File: src/rtl/cache_fill_pkg.sv
// Shared types and default sizing for the cache fill arbiter.
// Addresses are byte addresses of 16-bit words, so a block spans 2*WORDS bytes.
package cache_fill_pkg;

  localparam int WORDS_DEF   = 8;
  localparam int MEM_LAT_DEF = 4;
  localparam logic [15:0] BLK_MASK = 16'(2 * WORDS_DEF - 1);

  typedef enum logic [2:0] {
    IDLE  = 3'd0,
    WRITE = 3'd1,
    ISSUE = 3'd2,
    DRAIN = 3'd3,
    DONE  = 3'd4
  } arb_state_t;

  typedef enum logic {
    OWN_I = 1'b0,
    OWN_D = 1'b1
  } owner_t;

endpackage

File: src/rtl/cache_fill_arbiter.sv
// Arbitrates the single main-memory port between I-fill, D-fill and D write-through,
// issuing a block fill as back-to-back pipelined reads and steering returned words.
module cache_fill_arbiter
  import cache_fill_pkg::*;
#(
  parameter int ADDR_W = 16,
  parameter int DATA_W = 16,
  parameter int WORDS  = WORDS_DEF
) (
  input  logic                       clk,
  input  logic                       rst,
  input  logic                       i_req,
  input  logic [ADDR_W-1:0]          i_addr,
  input  logic                       d_req,
  input  logic [ADDR_W-1:0]          d_addr,
  input  logic                       d_wr,
  input  logic [ADDR_W-1:0]          d_wr_addr,
  input  logic [DATA_W-1:0]          d_wr_data,
  output logic                       mem_en,
  output logic                       mem_wr,
  output logic [ADDR_W-1:0]          mem_addr,
  output logic [DATA_W-1:0]          mem_wdata,
  input  logic [DATA_W-1:0]          mem_rdata,
  input  logic                       mem_valid,
  output logic [DATA_W-1:0]          fill_data,
  output logic [$clog2(WORDS)-1:0]   fill_idx,
  output logic                       i_fill_we,
  output logic                       d_fill_we,
  output logic                       i_done,
  output logic                       d_done,
  output logic                       d_wr_done,
  output logic                       busy
);

  localparam int IDX_W = $clog2(WORDS);
  localparam logic [ADDR_W-1:0] BLK_MASK_L = ADDR_W'(2 * WORDS - 1);
  localparam logic [IDX_W-1:0]  LAST_ISSUE = IDX_W'(WORDS - 1);
  localparam logic [IDX_W:0]    RX_FULL    = (IDX_W + 1)'(WORDS);

  arb_state_t          state_q, state_d;
  owner_t              owner_q, owner_d;
  logic [ADDR_W-1:0]   addr_q, addr_d;
  logic [DATA_W-1:0]   wdata_q, wdata_d;
  logic [IDX_W-1:0]    issue_cnt_q, issue_cnt_d;
  logic [IDX_W:0]      rx_cnt_q, rx_cnt_d;
  logic [DATA_W-1:0]   fill_data_q, fill_data_d;
  logic [IDX_W-1:0]    fill_idx_q, fill_idx_d;
  logic                i_fill_we_q, i_fill_we_d;
  logic                d_fill_we_q, d_fill_we_d;
  logic                rx_take_s;

  // Next-state, counters and the receive-path register inputs.
  always_comb begin
    state_d     = state_q;
    owner_d     = owner_q;
    addr_d      = addr_q;
    wdata_d     = wdata_q;
    issue_cnt_d = issue_cnt_q;
    rx_cnt_d    = rx_cnt_q;
    fill_data_d = fill_data_q;
    fill_idx_d  = fill_idx_q;
    i_fill_we_d = 1'b0;
    d_fill_we_d = 1'b0;

    // Returns beyond the block length are a protocol error and are dropped.
    rx_take_s = mem_valid && (state_q == ISSUE || state_q == DRAIN) && (rx_cnt_q < RX_FULL);

    if (rx_take_s) begin
      fill_data_d = mem_rdata;
      fill_idx_d  = rx_cnt_q[IDX_W-1:0];
      i_fill_we_d = (owner_q == OWN_I);
      d_fill_we_d = (owner_q == OWN_D);
      rx_cnt_d    = rx_cnt_q + (IDX_W + 1)'(1);
    end else begin
      rx_cnt_d    = rx_cnt_q;
    end

    case (state_q)
      IDLE: begin
        if (d_wr) begin
          state_d = WRITE;
          addr_d  = d_wr_addr;
          wdata_d = d_wr_data;
        end else if (d_req) begin
          state_d     = ISSUE;
          owner_d     = OWN_D;
          addr_d      = d_addr & ~BLK_MASK_L;
          issue_cnt_d = '0;
          rx_cnt_d    = '0;
        end else if (i_req) begin
          state_d     = ISSUE;
          owner_d     = OWN_I;
          addr_d      = i_addr & ~BLK_MASK_L;
          issue_cnt_d = '0;
          rx_cnt_d    = '0;
        end else begin
          state_d = IDLE;
        end
      end
      WRITE: state_d = IDLE;
      ISSUE: begin
        issue_cnt_d = issue_cnt_q + IDX_W'(1);
        if (issue_cnt_q == LAST_ISSUE) begin
          state_d = DRAIN;
        end else begin
          state_d = ISSUE;
        end
      end
      DRAIN: begin
        if (rx_cnt_q == RX_FULL) begin
          state_d = DONE;
        end else begin
          state_d = DRAIN;
        end
      end
      DONE:    state_d = IDLE;
      default: state_d = IDLE;
    endcase
  end

  // State, counters and registered fill outputs.
  always_ff @(posedge clk or posedge rst) begin
    if (rst) begin
      state_q     <= IDLE;
      owner_q     <= OWN_I;
      addr_q      <= '0;
      wdata_q     <= '0;
      issue_cnt_q <= '0;
      rx_cnt_q    <= '0;
      fill_data_q <= '0;
      fill_idx_q  <= '0;
      i_fill_we_q <= 1'b0;
      d_fill_we_q <= 1'b0;
    end else begin
      state_q     <= state_d;
      owner_q     <= owner_d;
      addr_q      <= addr_d;
      wdata_q     <= wdata_d;
      issue_cnt_q <= issue_cnt_d;
      rx_cnt_q    <= rx_cnt_d;
      fill_data_q <= fill_data_d;
      fill_idx_q  <= fill_idx_d;
      i_fill_we_q <= i_fill_we_d;
      d_fill_we_q <= d_fill_we_d;
    end
  end

  // The base is block aligned, so the word offset is ORed in and can never carry out.
  always_comb begin
    mem_en    = (state_q == ISSUE) || (state_q == WRITE);
    mem_wr    = (state_q == WRITE);
    mem_wdata = (state_q == WRITE) ? wdata_q : '0;
    if (state_q == ISSUE) begin
      mem_addr = addr_q | ADDR_W'({issue_cnt_q, 1'b0});
    end else if (state_q == WRITE) begin
      mem_addr = addr_q;
    end else begin
      mem_addr = '0;
    end
  end

  assign fill_data = fill_data_q;
  assign fill_idx  = fill_idx_q;
  assign i_fill_we = i_fill_we_q;
  assign d_fill_we = d_fill_we_q;
  assign i_done    = (state_q == DONE) && (owner_q == OWN_I);
  assign d_done    = (state_q == DONE) && (owner_q == OWN_D);
  assign d_wr_done = (state_q == WRITE);
  assign busy      = (state_q != IDLE);

endmodule

File: config.mk
export PLATFORM = sky130hd
export DESIGN_NAME = cache_fill_arbiter
export DESIGN_NICKNAME = d
export VERILOG_FILES = /design/src/rtl/cache_fill_pkg.sv /design/src/rtl/cache_fill_arbiter.sv
export SDC_FILE = /design/constraint.sdc
export NUM_CORES = 1
export LEC_CHECK = 0
export CAP_MARGIN = 20
export CORE_UTILIZATION = 37
export DETAILED_ROUTE_END_ITERATION = 10
export GPL_TIMING_DRIVEN = 0
export PLACE_DENSITY = 0.74
export SYNTH_ARGS = -nofsm -noshare
export SYNTH_HDL_FRONTEND = slang
export SYNTH_SLANG_ARGS = --single-unit
File: constraint.sdc
create_clock -name clk -period 2.25 [get_ports clk]
set_input_delay 0.5625 -clock clk [delete_from_list [all_inputs] [get_ports clk]]
set_output_delay 0.5625 -clock clk [all_outputs]
set_load 0.005 [all_outputs]
==> results of run 1 <==
-- sequential cells by signal, indices dropped and copies added (netlist names) --
register,cells
fill_idx,3
i_fill_we,1
d_fill_we,1
wdata_q,16
fill_data,16
state_q,3
addr_q,16
issue_cnt_q,3
owner_q,1
rx_cnt_q,4
-- per-stage QoR --
stage	total power (µW)	TNS (ps)
2_1_floorplan	3180	0
3_3_place_gp	4380	-71920
3_5_place_dp	4480	-4200
4_1_cts	5930	-3160
5_1_grt	6510	-3740
6_report	6080	-2100
-- worst max-delay path, cell delays in order, from the launching register on --
cell,delay (ps)
dfrtp_1,360
buf_6,110
and2b_2,230
buf_6,110
o21ba_4,220
buf_6,120
buf_12,120
and2_4,130
buf_6,110
-- layout make-up --
cell class                      instances  area [µm²]
Fill cell                             662        3040
Sequential cell                        64        1600
Timing Repair Buffer                  156        1580
Multi-Input combinational cell        210        1480
Clock buffer                           13         149
Tap cell                              105         131
Buffer                                 18         120
Clock inverter                          3        65.1
Inverter                                5        18.8
-- worst paths after layout --
path,slack [ps],to,cells after the start
max,-160,mem_addr[7],8
min,480,fill_idx[2],2
max reg2reg,360,owner_q,7
min reg2reg,480,fill_idx[2],2
max in group asynchronous,1010,fill_data[5],3
min in group asynchronous,630,fill_data[0],2
-- cell usage after synthesis (all sizes together) --
cell	count	share of area (%)
o21ba	1	0.32
inv	5	0.60
nand4b	1	0.28
o21bai	1	0.24
and2b	2	0.48
and4bb	1	0.40
nor4bb	1	0.32
and2	31	6.2
nor3	3	1.4
clkbuf	4	0.48
a41oi	1	0.28
buf	15	3.1
dfrtp	64	52
nor3b	2	0.48
nor4b	1	0.28
or2b	1	0.24
ha	4	1.6
nand2	76	9.2
or3b	1	0.28
nand4bb	1	0.36
mux2i	12	3.9
or3	1	0.20
o21ai	21	3.4
a22o	4	1.1
nand3b	1	0.24
nor2	5	0.85
nor2b	1	0.20
o311ai	1	0.28
nand2b	1	0.20
mux2	29	11
a21oi	6	0.97
-- logic make-up after synthesis --
family,synth area share (%)
buf+inv,4.15
flops,51.5
simple gates,21.6
fa+ha+maj,1.61
compound gates,6.60
mux,14.5
-- what timing repair did --
item,4_1_cts,5_1_grt
gates resized for setup,187,31
cloned,1,0
setup endpoints to repair,38,34
pin swaps,23,9
buffers inserted,16,6
-- layout by cell type (no fill, tap or decap), types with 2 or more instances in the layout --
cell type | synthesis | final
nor3_4 | 2 | 2
dfrtp_1 | 64 | 63
inv_1 | 4 | 3
o21ai_0 | 21 | 20
a22o_1 | 4 | 4
bufinv_16 | 0 | 2
dlygate4sd2_1 | 0 | 3
a21oi_1 | 6 | 3
clkbuf_1 | 4 | 7
a21oi_2 | 0 | 3
clkbuf_2 | 0 | 4
ha_1 | 4 | 4
nand2_1 | 76 | 76
nor2_1 | 4 | 4
buf_12 | 0 | 3
and2_4 | 0 | 25
buf_2 | 10 | 10
mux2i_1 | 12 | 12
buf_4 | 3 | 11
mux2_2 | 28 | 28
nor3b_1 | 2 | 2
and2_1 | 31 | 6
buf_6 | 2 | 41
clkbuf_8 | 0 | 10
clkdlybuf4s15_1 | 0 | 2
inv_2 | 1 | 2
clkdlybuf4s50_1 | 0 | 96
-- power breakdown --
group / internal [µW] / leakage, µW / switching, µW
logic: 1870 / 0.00149 / 1080
clock network: 654 / 0.000108 / 428
registers: 1700 / 0.000784 / 345
total: 4220 / 0.00238 / 1860
-- routing by layer --
metal | track usage [%] | wire (µm) | vias up
li1 | - | - | 1319
met2 | 34.5 | 4270 | 106
met5 | 0 | 0 | -
met4 | 7.18 | 148 | 0
met3 | 5.91 | 591 | 14
met1 | 22.7 | 3380 | 1301
==> flow_metrics.tcl, run 1 <==
set metrics [dict create \
    grt_pass1_vias 2773 \
    crit_path_end_kind "primary output" \
    finalCritPeriodShare_pct 107 \
    drtIter0Drc 44 \
    pre_cts_ws_ps -243 \
    finalHoldViolCount 0 \
    fin_util_pct 62.9 \
    drv_cap 0 \
    crit_path_start_kind "flop" \
    dr_total_vias 2740 \
    min_period_ps 2410 \
    hpwl_mm 5.87 \
    fmax_ghz 0.414 \
    stdcell_count 574 \
    grt_overflow_total 0 \
    drive_above_1_share_pct 32.6 \
    cts_buffers 9 \
    viasPerCell 4.77 \
    required_ps 1690 \
    clock_path_buffers 2 \
    wl_mm 8.39 \
    yosys_register_bits 64 \
    leakage_uw 0.00238 \
    criticalPathCategory "flop to primary output" \
    violations "negative setup slack" \
    die_w_um 93.7 \
    ir_drop_mv 0.499 \
    relSlewSlack_pct 57.1 \
    die_area_um2 8770 \
    fin_hold_ws_ps 476 \
    placed_area_um2 4600 \
    p_per_area_nw_per_um2 1180 \
    holdCritPathClass "flop to flop" \
    worstHoldStart "fill_idx[2]" \
    finalWeightedCongestion 0.759 \
    yosysUniqueCellTypes 37 \
    ant_nets 0 \
    setup_viol 25 \
    grt_pass1_wl_mm 13.1 \
    crit_start "state_q[1]" \
    initial_core_util_pct 38.0 \
    finalMaxSlewViolations 0 \
    path_clk_slew_ps 70 \
    fin_nets 554 \
    syn_inst 298 \
    htree_levels 3 \
    grt_max_degree 37 \
    antenna_found_initial 0 \
    netlist_area_um2 3110 \
    area_growth_pct 65.3 \
    wl_per_cell_um 14.6 \
    timing.rr.start "state_q[1]" \
    cp_max_fo 6 \
    drc 0 \
    fin_skew_ps 5.17 \
    cp.arrival_ps 1850 \
    status "finished, violations left" \
    clock_latency_ps 330 \
    core_area_um2 8180 \
    tightest_slew_ps 642 \
    synth.avg_cell_area_um2 10.4 \
    rows 33 \
    rsz0062_at_grt "yes" \
    io_buffers 134 \
    io_pins 145 \
    num_antenna_cells 0 \
    cts_hold_buf 0 \
    firstDrtPassIters 4 \
    design_area_um2 5140 \
    grt_usage_pct 19.7 \
    cts_tree "yes" \
    synth_fp_nets 388 \
    clockRootBuffer "clkbuf_8" \
    synth-seq-area-share_pct 51.5 \
    finalWorstSetupSlack_ps -165 \
    yosysWarnings 0 \
    dp_cells 538 \
    clock-sinks 64 \
    die_h_um 93.7 \
]
Note: power is estimated with default switching activity, not from simulation.
==> run 2: changes to the inputs <==
--- a/config.mk
+++ b/config.mk
@@ -9,4 +9,5 @@
 export CORE_UTILIZATION = 37
 export DETAILED_ROUTE_END_ITERATION = 10
+export GPL_ROUTABILITY_DRIVEN = 0
 export GPL_TIMING_DRIVEN = 0
 export PLACE_DENSITY = 0.74
==> constraint.sdc (replaced) <==
create_clock -name clk -period 2.25 [get_ports clk]
set_input_delay 0.225 -clock clk [delete_from_list [all_inputs] [get_ports clk]]
set_output_delay 0.225 -clock clk [all_outputs]
set_load 0.005 [all_outputs]
==> flow_metrics.tcl, run 2 (synthesis results as in run 1) <==
set metrics [dict create \
    cp.arrival_ps 1950 \
    wl_mm 7.86 \
    crit_path_end_kind "primary output" \
    power_frac_comb_pct 45.0 \
    clock_latency_ps 340 \
    placed_area_um2 4600 \
    rsz0062_at_grt "yes" \
    dr_total_vias 2668 \
    drtIter0Drc 41 \
    clock_path_buffers 2 \
    switching_share_pct 30.3 \
    status "finished, final reports clean" \
    design_area_um2 4940 \
    initial_core_util_pct 38.0 \
    layout_common_cells "clkdlybuf4s50_1 (106), nand2_1 (76), dfrtp_1 (64)" \
    min_period_ps 2170 \
    viasPerCell 4.76 \
    clockPowerShare_pct 19.3 \
    grt_max_degree 37 \
    p_int_uw 3900 \
    num_antenna_cells 0 \
    fin_nets 541 \
    cts_buffers 9 \
    path_clk_slew_ps 70 \
    criticalPathCategory "flop to primary output" \
    finalCritPeriodShare_pct 96.6 \
    drc 0 \
    fmax_ghz 0.460 \
    drv_cap 0 \
    htree_levels 3 \
    grt_pass1_vias 2667 \
    rows 33 \
    finalHoldViolCount 0 \
    hpwl_mm 5.87 \
    final_common_cell "clkdlybuf4s50_1" \
    setup_viol 0 \
    cts_tree "yes" \
    crit_path_start_kind "flop" \
    cts_hold_buf 0 \
    leakage_uw 0.00243 \
    switchingPower_uw 1690 \
    grt_pass1_wl_mm 12.6 \
    clockRootBuffer "clkbuf_8" \
    core_area_um2 8180 \
    area_growth_pct 59.0 \
    tightest_slew_ps 652 \
    fin_skew_ps 5.06 \
    firstDrtPassIters 5 \
    die_area_um2 8770 \
    wl_per_cell_um 14.0 \
    drive_above_1_share_pct 16.9 \
    antenna_found_initial 0 \
    relSlewSlack_pct 56.5 \
    p_seq_share_pct 35.7 \
    p_per_area_nw_per_um2 1130 \
    fillerInstances 694 \
    clock-sinks 64 \
    holdCritPathClass "input pin to async pin" \
    grt_overflow_total 0 \
    fin_util_pct 60.5 \
    ant_nets 0 \
    io_buffers 134 \
    ir_drop_mv 0.386 \
    die_w_um 93.7 \
    io_pins 145 \
    fin_hold_ws_ps 297 \
    finalMaxSlewViolations 0 \
    required_ps 2030 \
    grt_usage_pct 18.9 \
    die_h_um 93.7 \
    cp_max_fo 5 \
]
==> run 2: cell types whose count changed in the layout (fill, tap and decap cells not counted), sizes merged <==
cell / previous run / this run
clkbuf: 21 / 17
dlygate4sd2: 3 / 7
dlymetal6s2s: 0 / 15
clkdlybuf4s50: 96 / 106
buf: 65 / 23
clkdlybuf4s15: 2 / 6
==> run 2: layout make-up <==
cell class / count / area (µm²) / share of cell area [%]
Tap cell: 105 / 131 / 2.66
Clock buffer: 13 / 149 / 3.01
Buffer: 19 / 129 / 2.61
Clock inverter: 3 / 65.1 / 1.32
Sequential cell: 64 / 1600 / 32.4
Multi-Input combinational cell: 210 / 1390 / 28.2
Timing Repair Buffer: 142 / 1450 / 29.4
Inverter: 5 / 18.8 / 0.380
==> run 2: layer usage <==
layer	GRT usage, %	part of all wire [%]
met1	22.4	41
met2	32.2	49
met3	5.83	7.8
met4	6.92	1.5
met5	0	0
==> run 2: worst paths after layout <==
kind / from / to / slack (ps) / cells after the start
max: state_q[1] / mem_wdata[0] / 80 / 5
min: rst / fill_data[11] / 300 / 2
min in group clk: d_wr / rx_cnt_q[3] / 380 / 3
min reg2reg: fill_idx[2] / fill_idx[2] / 480 / 2
max in group asynchronous: rst / wdata_q[1] / 1340 / 3
max reg2reg: state_q[1] / owner_q / 440 / 6
==> run 2: critical path, stage by stage, from the launching register on <==
cell and delay [ps]:
dfrtp_1 390, buf_6 120, and2b_2 230, and2b_2 230
and2_1 150, clkdlybuf4s50_1 490
==> run 2: power by group through the flow <==
stage / logic [µW] / clock network [µW] / registers (µW)
finish: 2510 / 1080 / 2000
global route: 2780 / 1160 / 2080
CTS: 2570 / 1100 / 2000
detailed placement: 2470 / 0 / 2020
global placement: 2400 / 0 / 1990
floorplan: 1220 / 0 / 1960
==> run 2: through the flow <==
step,setup slack (ps),total power [µW],setup TNS (ps),std cells
floorplan,427,3180,0,298
global placement,-729,4380,-46460,537
detailed placement,94.3,4480,0,538
CTS,-48.0,5670,-98.3,560
global route,-1.88,6020,-1.88,561
finish,77.2,5590,0,561
==> run 2: repair_timing <==
item                       CTS  global route
pin swaps                    1             0
hold endpoints to repair     0             0
setup endpoints to repair   29            17
buffers inserted             5             1
cloned                       1             0
resized for setup           25            23
==> run 3: changes to the inputs <==
CORE_MARGIN = 2   (was unset)
CTS_CLUSTER_DIAMETER = 80   (was unset)
==> flow_metrics.tcl, run 3 (synthesis results as in run 1) <==
set metrics [dict create \
    fmax_ghz 0.458 \
    busiest_layer "met2" \
    finalCritPeriodShare_pct 97.1 \
    cpMaxStageDelayCell "dfrtp_1" \
    area_growth_pct 58.6 \
    clock_path_buffers 2 \
    cp_num_buf_inv 4 \
    ant_nets 0 \
    tightest_slew_ps 651 \
    crit_path_start_kind "flop" \
    cp_max_fo 9 \
    dr_total_vias 2657 \
    setup_tns_ps 0 \
    viasPerCell 4.69 \
    drv_cap 0 \
    multi_input_area_um2 1390 \
    wl_per_cell_um 14.0 \
    reg2reg_depth 6 \
    holdCritPathClass "input pin to async pin" \
    grt_pass1_vias 2628 \
    crit_start "state_q[0]" \
    cts_buffers 9 \
    grt_max_degree 37 \
    path_cells "buf_6, and2b_2, and2b_2, buf_4, buf_6, and2_1, dlygate4sd2_1" \
    grt_usage_pct 17.7 \
    io_pins 145 \
    die_w_um 95.7 \
    cpLargestDelayFamily "buffers and inverters" \
    pre_cts_ws_ps 42.2 \
    gr-usage-met3_pct 4.90 \
    min_period_ps 2190 \
    finalMaxSlewViolations 0 \
    crit_path_end_kind "primary output" \
    die_h_um 95.7 \
    clockRootBuffer "clkbuf_8" \
    stdcell_count 566 \
    grtUsageMet2_pct 30.2 \
    required_ps 2030 \
    layout_common_cells "clkdlybuf4s50_1 (104), nand2_1 (76), dfrtp_1 (63)" \
    die_area_um2 9150 \
    drc 0 \
    firstDrtPassIters 4 \
    cp.arrival_ps 1960 \
    fin_nets 546 \
    drtIter0Drc 58 \
    grt_pass1_wl_mm 12.4 \
    hpwl_mm 5.95 \
    clock-sinks 64 \
    criticalPathCategory "flop to primary output" \
    cts_tree "yes" \
    core_area_um2 8180 \
    path_clk_slew_ps 80 \
    io_buffers 134 \
    antenna_found_initial 0 \
    fin_hold_ws_ps 297 \
    rows 33 \
    drive_above_1_share_pct 20.4 \
    initial_core_util_pct 38.0 \
    final_common_cell "clkdlybuf4s50_1" \
    setup_viol 0 \
    htree_levels 3 \
    p_total_uw 5570 \
    fillerInstances 707 \
    dp_cells 538 \
    wl_mm 7.94 \
    cts_hold_buf 0 \
    num_antenna_cells 0 \
    clock_latency_ps 340 \
    fin_skew_ps 10.3 \
    register_area_um2 1600 \
    critPathMaxStageDelay_ps 370 \
    p_per_area_nw_per_um2 1130 \
    finalWorstSetupSlack_ps 64.4 \
    status "finished, final reports clean" \
    relSlewSlack_pct 56.5 \
    ir_drop_mv 0.386 \
    leakage_uw 0.00244 \
    finalHoldViolCount 0 \
    grt_use_met1_pct 21.3 \
    cp.depth 7 \
    timing.rr.start "state_q[1]" \
    grt_overflow_total 0 \
]
[run 3: cell types whose count changed in the layout (fill, tap and decap cells not counted), moves of 2 or more]
cell	previous run	this run
clkbuf_2	0	8
buf_4	7	13
clkdlybuf4s15_1	6	2
clkinv_4	0	3
dlymetal6s2s_1	15	12
clkbuf_1	7	4
clkdlybuf4s50_1	106	104
[run 3: final timing paths]
| kind | to | slack, ps |
|---|---|---|
| setup / recovery | mem_wdata[6] | 60 |
| hold / removal | fill_data[12] | 300 |
| setup reg to reg | owner_q | 400 |
| hold reg to reg | fill_data[4] | 480 |
| max in group asynchronous | state_q[2] | 1330 |
| min in group clk | rx_cnt_q[3] | 360 |
[run 3: per-stage QoR]
stage               area [µm²]  utilization [%]
floorplan                 3110                -
global placement          4580             56.0
detailed placement        4600             56.3
CTS                       4880             59.7
global route              4930             60.3
finish                    4930             60.3
[run 3: layout make-up]
class                   count  area share [%]
clock inverters             7            1.95
well taps                 105            2.66
repair buffers            147            29.2
plain buffers              19            2.61
inverters                   5           0.381
multi-input cells         210            28.2
clock buffers               9            2.51
flip-flops and latches     64            32.5
[run 3: worst register-to-register path: cells and delay by family (launching register included)]
kind | cells | cell delay [ps]
muxes | 1 | 330
DFF | 1 | 400
buffers and inverters | 3 | 390
and+or+nand+nor | 2 | 600
[run 3: power breakdown]
part           internal [µW]  leakage, µW  switching, µW
clock                    625     0.000113            463
sequential              1700     0.000784            299
combinational           1510      0.00154            969
total                   3830      0.00244           1730
[run 3: per-layer routing]
metal | vias up | part of all wire (%) | wire length (µm)
met1 | 1237 | 41 | 3270
met2 | 109 | 49 | 3880
li1 | 1304 | - | -
met4 | 0 | 0.96 | 76
met5 | - | 0 | 0
met3 | 7 | 9.0 | 712
[run 3: what timing repair did]
item	4_1_cts	5_1_grt
endpoints found under the setup margin	32	21
pin swaps	1	0
cloned	1	0
buffers inserted	6	5
resized for setup	28	34
